$ cat config.mk
export PLATFORM = sky130hd
export DESIGN_NAME = mem_stream_reader
export DESIGN_NICKNAME = d
export VERILOG_FILES = /design/src/rtl/mem_stream_reader.sv
export SDC_FILE = /design/constraint.sdc
export NUM_CORES = 1
export LEC_CHECK = 0
export CAP_MARGIN = 20
export CORE_MARGIN = 2
export CORE_UTILIZATION = 35
export CTS_BUF_LIST = sky130_fd_sc_hd__clkbuf_16
export DETAILED_ROUTE_END_ITERATION = 12
export SLEW_MARGIN = 0
export SYNTH_ARGS = -nofsm -noshare
export SYNTH_HDL_FRONTEND = slang
export SYNTH_SLANG_ARGS = --single-unit
export TNS_END_PERCENT = 20
$ cat constraint.sdc
create_clock -name clock -period 13.2 [get_ports clock]
set_input_delay 2.64 -clock clock [delete_from_list [all_inputs] [get_ports clock]]
set_output_delay 2.64 -clock clock [all_outputs]
set_load 0.05 [all_outputs]
$ cat src/rtl/mem_stream_reader.sv
// Strided read DMA: walks the banked data memory from a flat pointer and streams the
// returned words out through a 2-entry skid FIFO with valid/ready/last handshaking.
//
// state | meaning
// IDLE  | waiting for start; a zero-length start only produces a done pulse
// RUN   | issuing reads and draining the output FIFO
// FLUSH | one cycle after abort; FIFO already cleared, no done pulse
module mem_stream_reader #(
    parameter int DATA_WIDTH = 32,
    parameter int ADDR_WIDTH = 12,
    parameter int NUM_BANKS  = 8,
    parameter int MEM_SIZE   = 16384,
    parameter int LEN_WIDTH  = 16,
    parameter int PTR_W      = $clog2(MEM_SIZE),
    parameter int BANK_W     = $clog2(NUM_BANKS)
) (
    input  logic                  clock,
    input  logic                  reset,
    input  logic                  start,
    input  logic                  abort,
    input  logic [PTR_W-1:0]      cfg_base,
    input  logic [PTR_W-1:0]      cfg_stride,
    input  logic [LEN_WIDTH-1:0]  cfg_length,
    output logic                  busy,
    output logic                  done,
    output logic [ADDR_WIDTH-1:0] mem_addr,
    output logic [BANK_W-1:0]     mem_bank_sel,
    output logic                  mem_read_en,
    input  logic [DATA_WIDTH-1:0] mem_read_data,
    output logic                  out_valid,
    input  logic                  out_ready,
    output logic [DATA_WIDTH-1:0] out_data,
    output logic                  out_last
);

    localparam int BANK_SIZE = MEM_SIZE / NUM_BANKS;
    localparam int OFF_W     = $clog2(BANK_SIZE);

    typedef enum logic [1:0] {
        IDLE  = 2'd0,
        RUN   = 2'd1,
        FLUSH = 2'd2
    } state_t;

    state_t state, state_next;

    logic [PTR_W-1:0]      ptr;
    logic [PTR_W-1:0]      stride_q;
    logic [LEN_WIDTH-1:0]  len_q;
    logic [LEN_WIDTH-1:0]  issued;
    logic                  inflight;
    logic                  inflight_last;

    logic [DATA_WIDTH-1:0] fifo_data [2];
    logic                  fifo_last [2];
    logic                  rd_idx;
    logic                  wr_idx;
    logic [1:0]            count;

    logic                  start_go;
    logic                  start_empty;
    logic                  pop;
    logic                  push;
    logic                  room;
    logic                  issue;
    logic                  issue_last;
    logic                  finish;
    logic                  run_live;
    logic [PTR_W-1:0]      issue_ptr;

    // The first read goes out in the start cycle itself so the first word
    // reaches the stream two cycles after start.
    assign start_go    = (state == IDLE) && start && (cfg_length != '0);
    assign start_empty = (state == IDLE) && start && (cfg_length == '0);
    assign run_live    = (state == RUN) && !abort;

    assign out_valid = (count != 2'd0);
    assign out_data  = fifo_data[rd_idx];
    assign out_last  = fifo_last[rd_idx] && out_valid;
    assign pop       = out_valid && out_ready;
    assign push      = inflight && run_live;

    // Occupancy after this cycle, crediting a pop happening now, must leave room
    // for the word about to be requested; keeps 1 word/cycle with out_ready high.
    assign room  = ({1'b0, count} + {2'b00, inflight} - {2'b00, pop}) < 3'd2;
    assign issue = start_go || (run_live && (issued != len_q) && room);

    assign issue_ptr  = start_go ? cfg_base : ptr;
    assign issue_last = start_go ? (cfg_length == LEN_WIDTH'(1))
                                 : ((issued + LEN_WIDTH'(1)) == len_q);
    assign finish     = run_live && pop && out_last;

    assign mem_read_en  = issue;
    assign mem_bank_sel = issue_ptr[PTR_W-1 -: BANK_W];

    always_comb begin
        mem_addr = '0;
        mem_addr[OFF_W-1:0] = issue_ptr[OFF_W-1:0];
    end

    assign busy = (state != IDLE);

    always_ff @(posedge clock) begin
        if (reset) begin
            state <= IDLE;
        end else begin
            state <= state_next;
        end
    end

    always_comb begin
        state_next = state;
        case (state)
            IDLE:    if (start_go) state_next = RUN;
            RUN: begin
                if (abort)       state_next = FLUSH;
                else if (finish) state_next = IDLE;
            end
            FLUSH:   state_next = IDLE;
            default: state_next = IDLE;
        endcase
    end

    always_ff @(posedge clock) begin
        if (reset) begin
            ptr           <= '0;
            stride_q      <= '0;
            len_q         <= '0;
            issued        <= '0;
            inflight      <= 1'b0;
            inflight_last <= 1'b0;
            rd_idx        <= 1'b0;
            wr_idx        <= 1'b0;
            count         <= 2'd0;
            done          <= 1'b0;
            for (int i = 0; i < 2; i++) begin
                fifo_data[i] <= '0;
                fifo_last[i] <= 1'b0;
            end
        end else begin
            done          <= start_empty || finish;
            inflight      <= issue;
            inflight_last <= issue && issue_last;

            if (start_go) begin
                stride_q <= cfg_stride;
                len_q    <= cfg_length;
            end

            if (issue) begin
                ptr    <= issue_ptr + (start_go ? cfg_stride : stride_q);
                issued <= start_go ? LEN_WIDTH'(1) : issued + LEN_WIDTH'(1);
            end

            // Abort drops buffered words and whatever read is returning this cycle.
            if ((state == RUN) && abort) begin
                rd_idx <= 1'b0;
                wr_idx <= 1'b0;
                count  <= 2'd0;
            end else begin
                if (push) begin
                    fifo_data[wr_idx] <= mem_read_data;
                    fifo_last[wr_idx] <= inflight_last;
                    wr_idx            <= ~wr_idx;
                end
                if (pop) begin
                    rd_idx <= ~rd_idx;
                end
                count <= count + {1'b0, push} - {1'b0, pop};
            end
        end
    end

endmodule

Word level (Yosys, flattened, before mapping)
Memory sizes are Yosys's and may differ from the RTL's. A register that Yosys moved wholly into a read port is not among the register bits.
Cells that the tools add are included.
- add/sub/neg operators: 6
- eq/ne operators: 6
- reductions and logical operators: 25
- bitwise gates (word level): 2
- multiplexer cells: 24
- $lt $le $gt $ge: 1
- operators with widths (cell ; number):
    $mux W32 ; 1
    $reduce_or A32 Y1 ; 1
    $mux W14 ; 2
    $add A16 B1 Y16 const B ; 1
    $eq A16 B1 Y1 const B ; 1
    $eq A16 B16 Y1 ; 1
    $logic_not A16 Y1 ; 1
    $mux W1 ; 16
    $mux W16 ; 1
    $ne A16 B16 Y1 ; 1
    $reduce_bool A16 Y1 ; 1
    $add A14 B14 Y14 ; 1
    $logic_and A1 B1 Y1 ; 13
    $mux W2 ; 3
    $pmux W2 S2 ; 1
    $reduce_bool A2 Y1 ; 2
    $add A2 B1 Y3 ; 1
    $lt A3 B2 Y1 const B ; 1
    $ne A3 B3 Y1 const B ; 1
    $sub A3 B1 Y3 ; 1
    $add A2 B1 Y2 ; 1
    $eq A2 B1 Y1 const B ; 1
    $logic_not A2 Y1 ; 1
    $logic_or A1 B1 Y1 ; 2
    7 further kinds ; 8
- output and inout bits: 52
- bits of input ports: 81
- bits in registers: 69
- memories: 2
- bits in writable memories: 66
- memories (name ; depth ; bits a word ; read ports ; clocked after Yosys merged registers in ; write ports ; RTL line ; source):
    fifo_data ; 2 ; 32 ; 1 ; 1 ; 2 ; 54 ; logic [DATA_WIDTH-1:0] fifo_data [2];
    fifo_last ; 2 ; 1 ; 1 ; 1 ; 2 ; 55 ; logic fifo_last [2];

Logic depth before layout (Yosys ltp)
Gate-level depths: netlist (run 1).
- word-level depth: 9
- gate-level depth with buffers: 19
- depth with buffers taken out: 16

Least setup slack after synthesis (run 1)
Ideal clock, no wire load.
- kind: input-to-output
- from: in out_ready
- to: out mem_read_en
- setup slack: 5.723 ns
- stages on the path: 9
- data arrival time: 4.837 ns
- cells stage by stage: and2_0 clkbuf_1 ha_1 nor2b_1 fa_1 nor2_1 a31oi_1 inv_1 clkbuf_1
- longest elaborated chain between the ends: 5
- RTL lines (what ; RTL line ; source):
    start: declaration ; 31 ; input logic out_ready,
    $logic_and A1 B1 Y1 ; 80 ; assign pop = out_valid && out_ready;
    via pop ; 62 ; logic pop;
    $sub A3 B1 Y3 ; 85 ; assign room = ({1'b0, count} + {2'b00, inflight} - {2'b00, pop}) < 3'd2;
    $lt A3 B2 Y1 ; 85 ;
    $logic_and A1 B1 Y1 ; 86 ; assign issue = start_go || (run_live && (issued != len_q) && room);
    $logic_or A1 B1 Y1 ; 86 ;
    end: declaration ; 28 ; output logic mem_read_en,
The timed path passes the listed nets, and every way through them passes these cells.

Worst setup path after layout (run 1)
- from: in out_ready
- to: out mem_read_en
- longest elaborated chain between the ends: 5
- RTL lines (what ; RTL line):
    $logic_and A1 B1 Y1 ; 80
    $sub A3 B1 Y3 ; 85
    $lt A3 B2 Y1 ; 85
    $logic_and A1 B1 Y1 ; 86
    $logic_or A1 B1 Y1 ; 86
No other way between the ends.

==> results.txt, run 1 <==
The run finished with clean final reports. TritonCTS built the clock tree. The number of setup buffers added after CTS is 0. Row generation in the floorplan step produced 52 rows. For the pin with the worst max-slew slack, the measured transition is 0.921 ns. The ratio of total power to cell area came out at 133 mW/mm^2. Counting the fill cells in the layout gives 1,944. The number of buffers added to fix hold violations after cts came out at 0. The net count of the mapped netlist came out at 852. The number of antenna violations at the first check in global routing came out at 0. The most used flip-flop cell after synthesis is dfxtp_1.

The detailed-route wire length is 16,800 um. The wire length of the first global-routing pass is 27,800 um. The number of unique standard cell types used by synthesis came out at 53. The number of slew-limit violations in the final report is 0. The die width is 147 um.

The number of input and output port buffers inserted is 131. The worst path needs 8.91 ns of the cycle, external delays included. The tool flagged a number of max-cap violations equal to 0. The arrival time of data at the critical path endpoint is 6.27 ns. In this run the count of I/O pins placed on the die edge is 133. The critical path data required time came out at 10.56 ns. Across all setup checks in the final design, the least slack found is 4.29 ns.

Setup repair after global routing left no endpoint under its margin. OpenSTA, run right after detailed placement, puts the worst setup slack at 4.32 ns. During synthesis, Yosys emitted a total of 0 warnings. The minimum setup slack among reg-to-reg paths is 9.08 ns.

Synthesis produced a netlist whose cell count is 754. The largest total area in the synthesized netlist belongs to edfxtp_1. The setup path with the least slack is of type input pin to primary output. Entering global routing, the biggest net connects 68 pins. Dividing the detail-routed wire length by the instance count gives 14.5 um. Routability-driven placement finished with a final weighted congestion of 0.828. The remaining design rule violation count is 0.

The highest attainable clock frequency came out at 0.112 GHz. For this run, the detailed router's first-pass iteration total came to 4. The master of the slowest instance on the critical path is clkdlybuf4s50_1. No sink is reached through more buffers than the 2 on the longest clock path. The cell that appears most often on the critical path is clkdlybuf4s50_1. The register area share after synthesis is 47.6%.

By instance count, the leading cell after synthesis is nand2_1. Once the clock tree was built, the resizer swapped 0 gates to a different size. The commonest cells after synthesis are nand2_1 (147), dfxtp_1 (70), and2_1 (66), edfxtp_1 (66), a21oi_1 (58). The placed wire-length estimate after detailed placement came out at 11,500 um. In the global route stage, overall resource usage came out at 16.3%. The initial cell density of the core came out at 35.4%. The detailed router finished its first iteration with 293 violations.

The later pin in the worst-skew pair is clocked with a latency of 0.42 ns. The remaining max-slew budget at the tightest pin is 38.6%. The clock-pin slew on the worst setup and hold paths came out at 0.07 ns.

The nature of the critical path endpoint is a primary output. The number of buffers created by CTS came out at 17. The total congestion overflow came out at 0. After layout, the worst path uses 67.5% of the clock period. Of all flip-flops after synthesis, the portion carrying an async set or reset was 0%. Using the TritonRoute via totals, the vias-per-cell ratio works out to 4.83. The core footprint is 0.0201 mm^2. The largest fanout on the critical path came out at 22. Counting flops with a built-in enable in the synthesized netlist gives 66. The antenna diode count is 0. The number of sinks handled by clock tree synthesis came out at 136. Adding up every negative setup slack in the final design gives 0 ns. After synthesis the cells add up to 0.00711 mm^2. Traced cell by cell, the critical path runs through clkdlybuf4s50_1, and2_0, ha_1, nor2b_1, fa_1, nor2_1, a31oi_1, buf_4, inv_1, clkdlybuf4s50_1. The min-delay analysis places its worst path in the category flop to flop.

In this run the remaining antenna-violating nets after routing total 0. The delay of the slowest cell on the worst path is 0.94 ns. The worst setup path is launched from an input pin. The number of global-route vias before repair is 5,403. A synthesized cell averages 9.43 um^2. The floorplan die area came out at 0.0215 mm^2.

The fraction of final layout cells with drive strength greater than 1 is 8.79%. Setup violations remaining at the end of the flow were counted as 0. The height of the chip is 147 um. The final hold violation count came out at 0. Clock skew on the completed layout was measured at 0.00964 ns. The routed layout has 5,587 vias. Summed over its instances, the top area cell type makes up 27.9% of the synthesized netlist area. The worst IR drop on VDD is 0.0899 mV. Yosys attributes the largest share of cell area to edfxtp_1 (28%), dfxtp_1 (20%), nand2_1 (7.8%).

The relative area change from synthesis to final layout is 30.5%. The cell sitting at the root of the clock tree is a clkbuf_16. The final layout contains 972 nets. The number of flip-flops and latches in the synthesized netlist came out at 136. CTS built an H-tree with a depth of 4.

The leakage power is 0.00361 uW.
==> sequential cells by signal, indices dropped and copies added (netlist names), named ones only <==
name	cells
state	2
len_q	16
stride_q	14
issued	16
fifo_data	64
count	2
wr_idx	1
fifo_last	2
inflight	1
done	1
rd_idx	1
inflight_last	1
ptr	14
==> cell type report <==
class                   instances  area (um^2)  share of cell area, %
clock buffers                  17          425                   4.58
clock inverters                15          164                   1.77
inverters                       9         33.8                  0.364
multi-input cells             570         3560                   38.4
flip-flops and latches        136         3380                   36.4
well taps                     270          338                   3.64
repair buffers                140         1370                   14.8
==> cells in the final DEF, fill, tap and decap left out, types with 5 or more instances in the layout <==
cell	instances
o21ai_0	13
nand2b_1	8
nand3_1	17
and3_1	9
inv_6	6
nor2_1	45
mux2i_1	5
nor2b_1	9
clkdlybuf4s50_1	130
a211oi_1	5
xnor2_1	34
edfxtp_1	66
dfxtp_1	70
a21oi_1	58
and2_1	66
nor4_1	8
xor2_1	26
nor3_1	7
buf_4	9
mux2_2	32
a311oi_1	6
clkbuf_16	17
maj3_1	5
nor3b_1	7
nand2_1	147
inv_1	9
ha_1	15
==> metrics by stage <==
stage	power [uW]	hold WS, ns	instance area, um^2	instances	util, %
4_1_cts	1250	0.457	9280	1157	46.2
2_1_floorplan	674	0.432	7110	754	-
3_3_place_gp	768	0.441	8690	1125	43.2
5_1_grt	1290	0.490	9280	1157	46.2
3_5_place_dp	768	0.447	8690	1125	43.2
6_report	1240	0.454	9280	1157	46.2
==> logic make-up after synthesis <==
group / Yosys count / share of synthesized area, %
flip-flops: 136 / 47.6
AO/OA/AOI/OAI: 110 / 9.80
buffers and inverters: 48 / 2.62
multiplexers: 37 / 5.77
adder cells (fa/ha/maj): 22 / 3.91
XOR/XNOR: 60 / 7.39
AND/OR/NAND/NOR: 340 / 22.9
other: 1 / 0.0527
==> worst max-delay path, delay by kind of cell <==
family,cells,cell delay (ns)
compound gates,1,0.11
fa+ha+maj,2,0.73
buf+inv,4,2.14
simple gates,3,0.66
==> power breakdown <==
group | internal [uW] | total, uW | leakage, uW | switching (uW)
sequential | 465 | 480 | 0.00125 | 15.0
clock | 282 | 477 | 0.000283 | 195
combinational | 111 | 278 | 0.00207 | 168
total | 857 | 1240 | 0.00361 | 378
==> per-layer routing <==
metal / wire, um / GRT usage [%]
met1: 8260 / 22.4
met2: 7450 / 25.4
met3: 897 / 4.09
met4: 226 / 5.10
met5: 0 / 0
==> path summary, 6_finish.rpt <==
path                  start          end  cells after the start
hold reg to reg      ptr[0]       ptr[0]                      2
setup reg to reg   state[0]      ptr[12]                     15
hold / removal       ptr[0]       ptr[0]                      2
setup / recovery  out_ready  mem_read_en                     10
No activity file was read; power rests on OpenSTA's default activity.
==> run 2, diff against run 1 <==
==> constraint.sdc (replaced) <==
create_clock -name clock -period 7.5 [get_ports clock]
set_input_delay 1.5 -clock clock [delete_from_list [all_inputs] [get_ports clock]]
set_output_delay 1.5 -clock clock [all_outputs]
set_load 0.05 [all_outputs]
==> run 2 against run 1 <==
Wire length up 0.37%; final area up 0.44%; core utilization up 0.21 points; critical path type unchanged; die area unchanged; sequential share of layout area down 0.16 points; sequential power up 76%; clock skew up 0.0030 ns.
==> results.txt, run 2 (synthesis results as in run 1) <==
The post-layout utilization of the core came out at 46.4% (+0.21 points). The detailed-route wire length is 16,900 um (+0.37%). The mean number of vias per cell is 4.82 (-0.23%).

The wire length of the first global-routing pass came out at 27,400 um (-1.6%). The total I/O pin count was 133 (unchanged). The worst-case clock buffer depth is 2 (unchanged). The number of buffers added to fix hold violations after cts is 0 (unchanged). The relative area change from synthesis to final layout came out at 31.1%. The count of H-tree levels built during CTS is 4 (unchanged). The largest registers in the layout are fifo_data: 64 flops, issued: 16 flops, len_q: 16 flops.

The highest attainable clock frequency is 0.163 GHz. The total of cells resized after clock tree synthesis was 0 (unchanged). The number of nets still failing antenna checks after routing came out at 0 (unchanged).

The average wire length per cell after detail routing is 14.6 um (+0.29%). The post-route cell area came out at 0.00932 mm^2 (+0.44%). The placed wire-length estimate after detailed placement came to 11,500 um (about the same).

The initial cell density of the core came out at 35.4% (unchanged). The global placer's final weighted congestion is 0.841 (+1.5%). The antenna diode count is 0 (unchanged). The cell area reported after detailed placement came out at 0.00871 mm^2 (+0.14%). The insertion delay of the later-clocked pin in the worst-skew pair is 0.42 ns (about the same).

The largest fanout on the critical path came out at 15 (-32%). The final critical-path required period came out at 6.15 ns. The largest net degree at the start of global routing is 68 (unchanged).

The max capacitance violation total came to 0 (unchanged). The worst IR drop on VDD came out at 0.166 mV (+84%). The number of global-route vias before repair came out at 5,414 (+0.20%). The post-placement cell count came out at 1,125 (unchanged). The path category of the worst min-delay check is flop to flop. The sum of negative setup slack came out at 0 ns (unchanged).

The violation count after the first detailed-route iteration came to 233 (-20%). The number of search-and-repair iterations in the first detailed-routing pass came to 4 (unchanged). The final hold violation count is 0 (unchanged). The floorplan die area was 0.0215 mm^2 (unchanged). The detailed-route via count came out at 5,579 (-0.14%). The number of antenna violations at the first check in global routing is 0 (unchanged).

The minimum hold slack came out at 0.462 ns (+0.00760 ns). The number of post-CTS setup repair buffers is 0 (unchanged). The clock-pin slew on the worst setup and hold paths came to 0.06 ns (about the same).

The library cell used as clock root buffer is clkbuf_16. The number of flip-flops in the largest register is 64 (unchanged). The core footprint is 0.0201 mm^2 (unchanged). The leakage power is 0.00364 uW (+0.65%). The library cell used most frequently in the layout, excluding fill and tap cells, is nand2_1. The count of final setup violators came out at 0 (unchanged). The minimum setup slack among reg-to-reg paths is 3.36 ns (-5.72 ns). The fraction of final layout cells with drive strength greater than 1 is 9.01% (+0.22 points). The number of input and output port buffers inserted is 131 (unchanged). The number of rows in the core area came out at 52 (unchanged). The overall fraction of global-route tracks in use came out at 16.1% (-0.23 points). The remaining design rule violation count came out at 0 (unchanged). The ratio of total power to cell area is 232 mW/mm^2 (+75%). Counting flops per register, the top entry is fifo_data. TritonCTS built the clock tree.

The number of sinks handled by clock tree synthesis came out at 136 (unchanged). The number of slew-limit violations in the final report is 0 (unchanged). The number of filler instances in the final layout is 1,925 (-0.98%). STA classifies the critical path endpoint as a primary output. The pin slew with the least headroom to its limit was 0.917 ns (-0.00378 ns). Setup repair after global routing left no endpoint under its margin. The critical path data required time is 6.00 ns (-4.56 ns).

The top cell types in the final layout, fill and taps aside, are nand2_1 (147), clkdlybuf4s50_1 (130), dfxtp_1 (70), and2_1 (66), edfxtp_1 (66). The maximum clock skew at final layout came to 0.0127 ns (+0.00305 ns). The height of the chip came to 147 um (unchanged). The arrival time of data at the critical path endpoint is 4.65 ns (-1.62 ns). The total congestion overflow came out at 0 (unchanged). The final critical-path share of the clock period is 82.0%. The net total in the final layout came out at 973 (+0.10%). The filler-free cell count of the finished design came to 1,158 (+0.086%). The die width came out at 147 um (unchanged).

The classification of the worst setup path is input pin to primary output. STA classifies the critical path startpoint as an input pin. The flow ran to the end, and the final reports show no timing, DRC or antenna violations.

The number of buffers created by CTS came to 17 (unchanged). The remaining max-slew budget at the tightest pin is 38.9% (+0.25 points).
## run 2: changes by cell type in the layout (fill, tap and decap cells not counted), sizes merged
cell      change
bufinv        -1
inv           -2
clkbuf        +2
buf           +1
clkinvlp      +1
## run 2: final timing paths
path / from / cells past startpoint / end
worst max-delay path: out_ready / 10 / mem_read_en
worst min-delay path: stride_q[8] / 2 / stride_q[8]
worst max register to register: state[0] / 14 / ptr[13]
worst min register to register: stride_q[8] / 2 / stride_q[8]
## run 2: cell type report
class / count / area [um^2] / area share (%)
sequential: 136 / 3380 / 36.3
tap: 270 / 338 / 3.62
timing repair buffer: 141 / 1410 / 15.2
inverter: 9 / 33.8 / 0.362
multi-input combinational: 570 / 3560 / 38.2
clock inverter: 13 / 115 / 1.23
clock buffer: 19 / 475 / 5.10
## run 2: routing by layer
layer	GRT usage, %	vias to the layer above	wire length [um]
met5	0	-	0
met2	25.9	139	7500
li1	-	2848	-
met3	3.53	18	811
met1	21.4	2574	8340
met4	5.73	0	245
## run 2: power breakdown
group | leakage, uW | switching [uW] | total [uW] | internal, uW
combinational | 0.00209 | 295 | 494 | 198
clock | 0.000288 | 332 | 829 | 497
sequential | 0.00125 | 27.0 | 845 | 818
total | 0.00364 | 654 | 2170 | 1510
## run 2: per-stage QoR
stage	worst slack, ns	total power, uW
floorplan	1.98	1190
global placement	1.40	1350
detailed placement	1.36	1350
CTS	1.36	2190
global route	1.14	2270
finish	1.35	2170
## run 2: critical path: stages
cell and delay, ns:
clkdlybuf4s50_1 0.46, and2_0 0.31, ha_1 0.30, nor2b_1 0.15, fa_1 0.43, nor2_1 0.20, a31oi_1 0.12, buf_4 0.24
inv_1 0.12, clkdlybuf4s50_1 0.81
==> run 3, diff against run 2 <==
==> constraint.sdc (replaced) <==
create_clock -name clock -period 5.8 [get_ports clock]
set_input_delay 1.16 -clock clock [delete_from_list [all_inputs] [get_ports clock]]
set_output_delay 1.16 -clock clock [all_outputs]
set_load 0.05 [all_outputs]
==> run 3 against run 2 <==
Worst setup slack got worse by 0.54 ns; final cell count is 0.26% higher; first-iteration DRC count up 6.0%; via count increased by 1.6%; global-route usage is 0.21 points higher; sequential power rose by 29%; critical endpoint is now mem_addr[10]; clock power is 34% higher; highest routed layer unchanged; die area unchanged.
==> results.txt, run 3 (synthesis results as in run 1) <==
The run finished with clean final reports. The placed wire-length estimate after detailed placement came out at 11,900 um (+4.1%). The pin slew with the least headroom to its limit came out at 0.945 ns (+0.0278 ns). The number of global-route vias before repair is 5,444 (+0.55%). The library cells used most frequently in the layout, excluding fill and tap cells, are nand2_1 (147), clkdlybuf4s50_1 (126), dfxtp_1 (70), and2_1 (66), edfxtp_1 (66). The floorplan die area came out at 0.0215 mm^2 (unchanged).

The insertion delay of the later-clocked pin in the worst-skew pair is 0.42 ns (about the same). The total of cells resized after clock tree synthesis is 0 (unchanged). The critical hold path startpoint is ptr[0]. The total I/O pin count is 133 (unchanged). The register name with the most flops is fifo_data. The worst-case clock buffer depth is 2 (unchanged). The number of input and output port buffers inserted came out at 131 (unchanged). The minimum hold slack is 0.455 ns (-0.00657 ns). The count of cells along the worst hold path came to 2 (unchanged). The largest registers in the layout are fifo_data: 64 flops, issued: 16 flops, len_q: 16 flops. The global placer's final weighted congestion came out at 0.848 (+0.76%). In this run the critical register-to-register path is captured at ptr[13]. The number of buffers created by CTS is 17 (unchanged). The count of final setup violators came out at 0 (unchanged).

The number of rows in the core area is 52 (unchanged). The initial cell density of the core is 35.4% (unchanged). The largest net degree at the start of global routing came out at 64 (-5.9%). The ratio of total power to cell area was 306 mW/mm^2 (+31%). The core footprint is 0.0201 mm^2 (unchanged). The classification of the worst setup path is input pin to primary output. The remaining max-slew budget at the tightest pin was 37.0% (-1.9 points).

The violation count after the first detailed-route iteration came out at 247 (+6.0%). The net total in the final layout was 976 (+0.31%). In this run the worst hold path is classified as flop to flop. The wire length of the first global-routing pass came out at 27,600 um (+0.83%). The post-layout utilization of the core is 46.3% (about the same). The number of sinks handled by clock tree synthesis came out at 136 (unchanged).

The remaining design rule violation count is 0 (unchanged). The critical path data required time came out at 4.64 ns (-1.36 ns). The worst IR drop on VDD is 0.214 mV (+29%).

The beginning of the worst register-to-register path is state[0]. The average wire length per cell after detail routing was 14.9 um (+2.4%). The number of filler instances in the final layout was 1,924 (-0.052%). The minimum setup slack among reg-to-reg paths is 2.04 ns (-1.32 ns). The max capacitance violation total is 0 (unchanged). The relative area change from synthesis to final layout was 31.0% (about the same). The worst setup path is launched from an input pin. Setup repair after global routing left no endpoint under its margin. The height of the chip came out at 147 um (unchanged). The die width came out at 147 um (unchanged). CTS placed an instance of clkbuf_16 at the clock tree root. The final hold violation count is 0 (unchanged). The number of flip-flops in the largest register came out at 64 (unchanged). For hold timing, the worst endpoint is ptr[0]. The fraction of final layout cells with drive strength greater than 1 was 9.65% (+0.64 points). The leakage power is 0.00364 uW (+0.24%). The maximum clock skew at final layout is 0.00836 ns (-0.00433 ns). The highest attainable clock frequency is 0.200 GHz.

The number of antenna violations at the first check in global routing came out at 0 (unchanged). The total congestion overflow is 0 (unchanged). The number of buffers added to fix hold violations after cts came out at 0 (unchanged). The antenna diode count is 0 (unchanged).

The clock-pin slew on the worst setup and hold paths was 0.06 ns (about the same). The cell area reported after detailed placement came to 0.00871 mm^2 (about the same). The arrival time of data at the critical path endpoint came out at 3.83 ns (-0.82 ns). The overall fraction of global-route tracks in use is 16.3% (+0.21 points). The number of post-CTS setup repair buffers was 0 (unchanged). The post-route cell area came out at 0.00932 mm^2 (about the same).

The worst setup path is captured at a primary output. TritonCTS built the clock tree. The logic depth of the worst register-to-register path is 14 (unchanged).

The final critical-path share of the clock period came out at 86.1%. The final critical-path required period is 4.99 ns. The commonest non-fill, non-tap cell in the layout is nand2_1. The number of slew-limit violations in the final report came out at 0 (unchanged).

The sum of negative setup slack came to 0 ns (unchanged). The detailed-route via count was 5,669 (+1.6%). The largest fanout on the critical path came out at 43 (+28). The detailed-route wire length is 17,300 um (+2.6%). The number of search-and-repair iterations in the first detailed-routing pass is 4 (unchanged). The count of H-tree levels built during CTS was 4 (unchanged). The number of nets still failing antenna checks after routing is 0 (unchanged).

The mean number of vias per cell came to 4.88 (+1.4%).
## run 3: area by class of cell
class                           instances  area [um^2]  share of cell area [%]
Clock inverter                         15          176                    1.89
Timing Repair Buffer                  144         1390                    15.0
Sequential cell                       136         3380                    36.3
Clock buffer                           17          425                    4.57
Tap cell                              270          338                    3.63
Inverter                                9         33.8                   0.363
Multi-Input combinational cell        570         3560                    38.3
## run 3: worst max path at each step
stage / startpoint / slack [ns] / cells after the start / endpoint
global placement: cfg_length[7] / 0.65 / 16 / ptr[12]
CTS: cfg_length[4] / 0.79 / 8 / mem_addr[10]
global route: cfg_length[4] / 0.64 / 8 / mem_bank_sel[2]
finish: cfg_length[4] / 0.81 / 8 / mem_addr[10]
detailed placement: cfg_length[4] / 0.59 / 16 / ptr[12]
floorplan: cfg_length[4] / 0.62 / 18 / ptr[12]
## run 3: per-layer routing
metal / vias to the layer above / track usage [%] / part of all wire (%) / wire (um)
li1: 2855 / - / - / -
met4: 0 / 5.44 / 1.5 / 265
met3: 18 / 3.84 / 5.4 / 933
met2: 156 / 26.0 / 45 / 7800
met1: 2640 / 21.9 / 48 / 8340
met5: - / 0 / 0 / 0
## run 3: per-stage QoR
stage	std cells	power, uW	setup slack (ns)
3_3_place_gp	1129	1750	0.653
6_report	1161	2850	0.808
2_1_floorplan	754	1530	0.622
5_1_grt	1161	2970	0.640
3_5_place_dp	1129	1750	0.591
4_1_cts	1161	2880	0.790
## run 3: power by group
group          switching, uW  total [uW]  internal [uW]
clock                    436        1110            679
combinational            388         641            254
sequential              33.4        1090           1060
total                    857        2850           1990
## run 3: worst max-delay path, stage by stage
cell and delay [ns]:
clkdlybuf4s50_1 0.42, nor4_1 0.31, nand2_1 0.19, o311a_1 0.48
buf_4 0.31, nand2_1 0.13, nand2_1 0.08, clkdlybuf4s50_1 0.72
==> variant, RTL diff (flow settings as in run 2) <==
Re-encode `state_t` (3 states) as one-hot, 3 bits wide.
--- a/src/rtl/mem_stream_reader.sv
+++ b/src/rtl/mem_stream_reader.sv
@@ -38,6 +38,6 @@
 
-    typedef enum logic [1:0] {
-        IDLE  = 2'd0,
-        RUN   = 2'd1,
-        FLUSH = 2'd2
+    typedef enum logic [2:0] {
+        IDLE  = 3'b001,
+        RUN   = 3'b010,
+        FLUSH = 3'b100
     } state_t;
Check against the original RTL: same outputs for any inputs over 4 cycles, from zero or initial values and one cycle with reset high; so few cycles prove little.
==> variant against run 2 <==
Power rose by 3.5%. Routed wire length grew 4.8%. Area after synthesis increased by 3.9%. Count of clock-buffer cells in the layout is 2 lower. Sequential power up 0.8%. Global-route usage grew 0.20 points. Sequential cell count increased by 1. Setup slack got worse by 0.0033 ns. Cell area is 2.4% higher. Critical path depth unchanged. Final cell count increased by 2.6%. Critical path type unchanged. Critical endpoint unchanged. Highest routed layer unchanged.
==> variant: results <==
group,metric,value,unit
status,run_status,"finished clean",
synthesis,ys.flop_type,"dfxtp_1",
flow_run,cap_violations,0,
route,vias,5841,
power_and_ir_drop,internal-power,1.497,mW
placement,io_buffers,131,
placement,place_hpwl,12210,um
worst_setup_path,cp_data_arrival_time,4.65,ns
worst_hold_path,worstHoldStart,"ptr[0]",
finish,reg_top3,"fifo_data: 64 flops, issued: 16 flops, len_q: 16 flops",
worst_setup_path,crit_path_start,"out_ready",
worst_setup_path,r2r-start,"state[1]",
worst_setup_path,crit_fanout,29,
placement,gp_congestion,0.8301,
route,drtIter0Drc,268,
global_route,grt_pass1_wl,28660,um
global_route,grt_max_degree,60,
worst_setup_path,ff2ff_setup_slack,3.38,ns
timing,worstMarginPinSlew,0.8914,ns
synthesis,syn_inst,783,
global_route,grt_use_total,16.30,%
route,wire_per_inst,14.90,um
worst_setup_path,r2r_cells,15,
synthesis,ys_types,62,
worst_hold_path,min_to,"ptr[0]",
timing,finClkSkew,0.009587,ns
timing,hold-worst-slack,0.4543,ns
synthesis,synth_nets,881,
power_and_ir_drop,peakVddDrop,0.0001828,V
placement,place_inst,1155,
finish,fillCellCount,2049,
synthesis,synth_edf_count,66,
synthesis,ys_seq_area_share,46.07,%
power_and_ir_drop,leakage,3.738,nW
synthesis,synth_area_leaders,"edfxtp_1 (27%), dfxtp_1 (19%), nand2_1 (7.5%), and2_1 (6.4%), mux2_2 (5.0%)",
global_route,grt_pass1_vias,5741,
worst_setup_path,cp_slowest_cell,"clkdlybuf4s50_1",
placement,post-place-ws,1.384,ns
route,drtPass1Iterations,6,
worst_setup_path,regToRegEndpoint,"ptr[12]",
finish,nets,997,
synthesis,synth.top_cells.by_count,"nand2_1 (147), and2_1 (76), dfxtp_1 (71)",
clocking,cts_made_buffers,17,
finish,drive_above_1_share,10.09,%
global_route,antenna_found_initial,1,
clocking,cts_max_level,4,
route,routed_wl,17700,um
[variant: cell types whose count changed after synthesis, sizes merged, moves of 5 or more]
cell,before,now
a21oi,58,49
mux2i,5,10
a31oi,2,8
and2,67,76
o21ai,13,24
nand2b,9,4
inv,9,14
[variant: cell type report]
| cell class | instances | area [um^2] | share of cell area (%) |
|---|---|---|---|
| Multi-Input combinational cell | 586 | 3750 | 39.27 |
| Sequential cell | 137 | 3403 | 35.64 |
| Timing Repair Buffer | 143 | 1396 | 14.62 |
| Clock buffer | 17 | 425.4 | 4.456 |
| Tap cell | 275 | 344.1 | 3.604 |
| Clock inverter | 15 | 173.9 | 1.822 |
| Inverter | 14 | 52.55 | 0.5504 |
| Antenna cell | 1 | 2.502 | 0.02621 |
[variant: tightest hold or removal path, cell delays in order, from the launching register on]
cell,delay [ns]
dfxtp_1,0.31
nand2_1,0.05
a21oi_1,0.05
[variant: cell families (layout without fill, tap and decap cells)]
logic type / count (synthesis) / count (layout) / share of synthesized area, %
buffers and inverters: 60 / 189 / 3.506
AO/OA/AOI/OAI: 119 / 119 / 10.47
adder cells (fa/ha/maj): 20 / 20 / 3.489
AND/OR/NAND/NOR: 347 / 347 / 23.39
other: 1 / 2 / 0.05076
XOR/XNOR: 56 / 56 / 6.640
flip-flops: 137 / 137 / 46.07
multiplexers: 43 / 43 / 6.386
[variant: metal layers]
metal  part of all wire (%)  routed length (um)  vias to the layer above  GRT usage (%)
met1                     46                8155                     2735          20.67
met3                    4.7                 833                       19          3.792
met4                    1.2                 204                        0          4.667
met5                      0                   0                        -              0
met2                     48                8505                      130          27.76
li1                       -                   -                     2957              -
[variant: how the worst max path moves through the flow]
| stage | slack, ns | endpoint | depth (start not counted) |
|---|---|---|---|
| 3_5_place_dp | 1.38 | mem_read_en | 11 |
| 5_1_grt | 1.20 | mem_read_en | 10 |
| 3_3_place_gp | 1.41 | mem_read_en | 10 |
| 4_1_cts | 1.36 | mem_read_en | 10 |
| 6_report | 1.35 | mem_read_en | 10 |
| 2_1_floorplan | 1.81 | ptr[12] | 18 |
[variant: power by group through the flow]
| stage | sequential [mW] | clock [mW] | combinational (mW) |
|---|---|---|---|
| 2_1_floorplan | 0.854 | 0 | 0.395 |
| 3_3_place_gp | 0.869 | 0 | 0.563 |
| 3_5_place_dp | 0.869 | 0 | 0.563 |
| 4_1_cts | 0.853 | 0.852 | 0.566 |
| 5_1_grt | 0.857 | 0.883 | 0.609 |
| 6_report | 0.852 | 0.829 | 0.561 |
[variant: stage by stage]
step	total power, mW	cell area (um^2)
2_1_floorplan	1.249	7387
3_3_place_gp	1.432	8946
3_5_place_dp	1.432	8946
4_1_cts	2.271	9545
5_1_grt	2.348	9545
6_report	2.243	9548
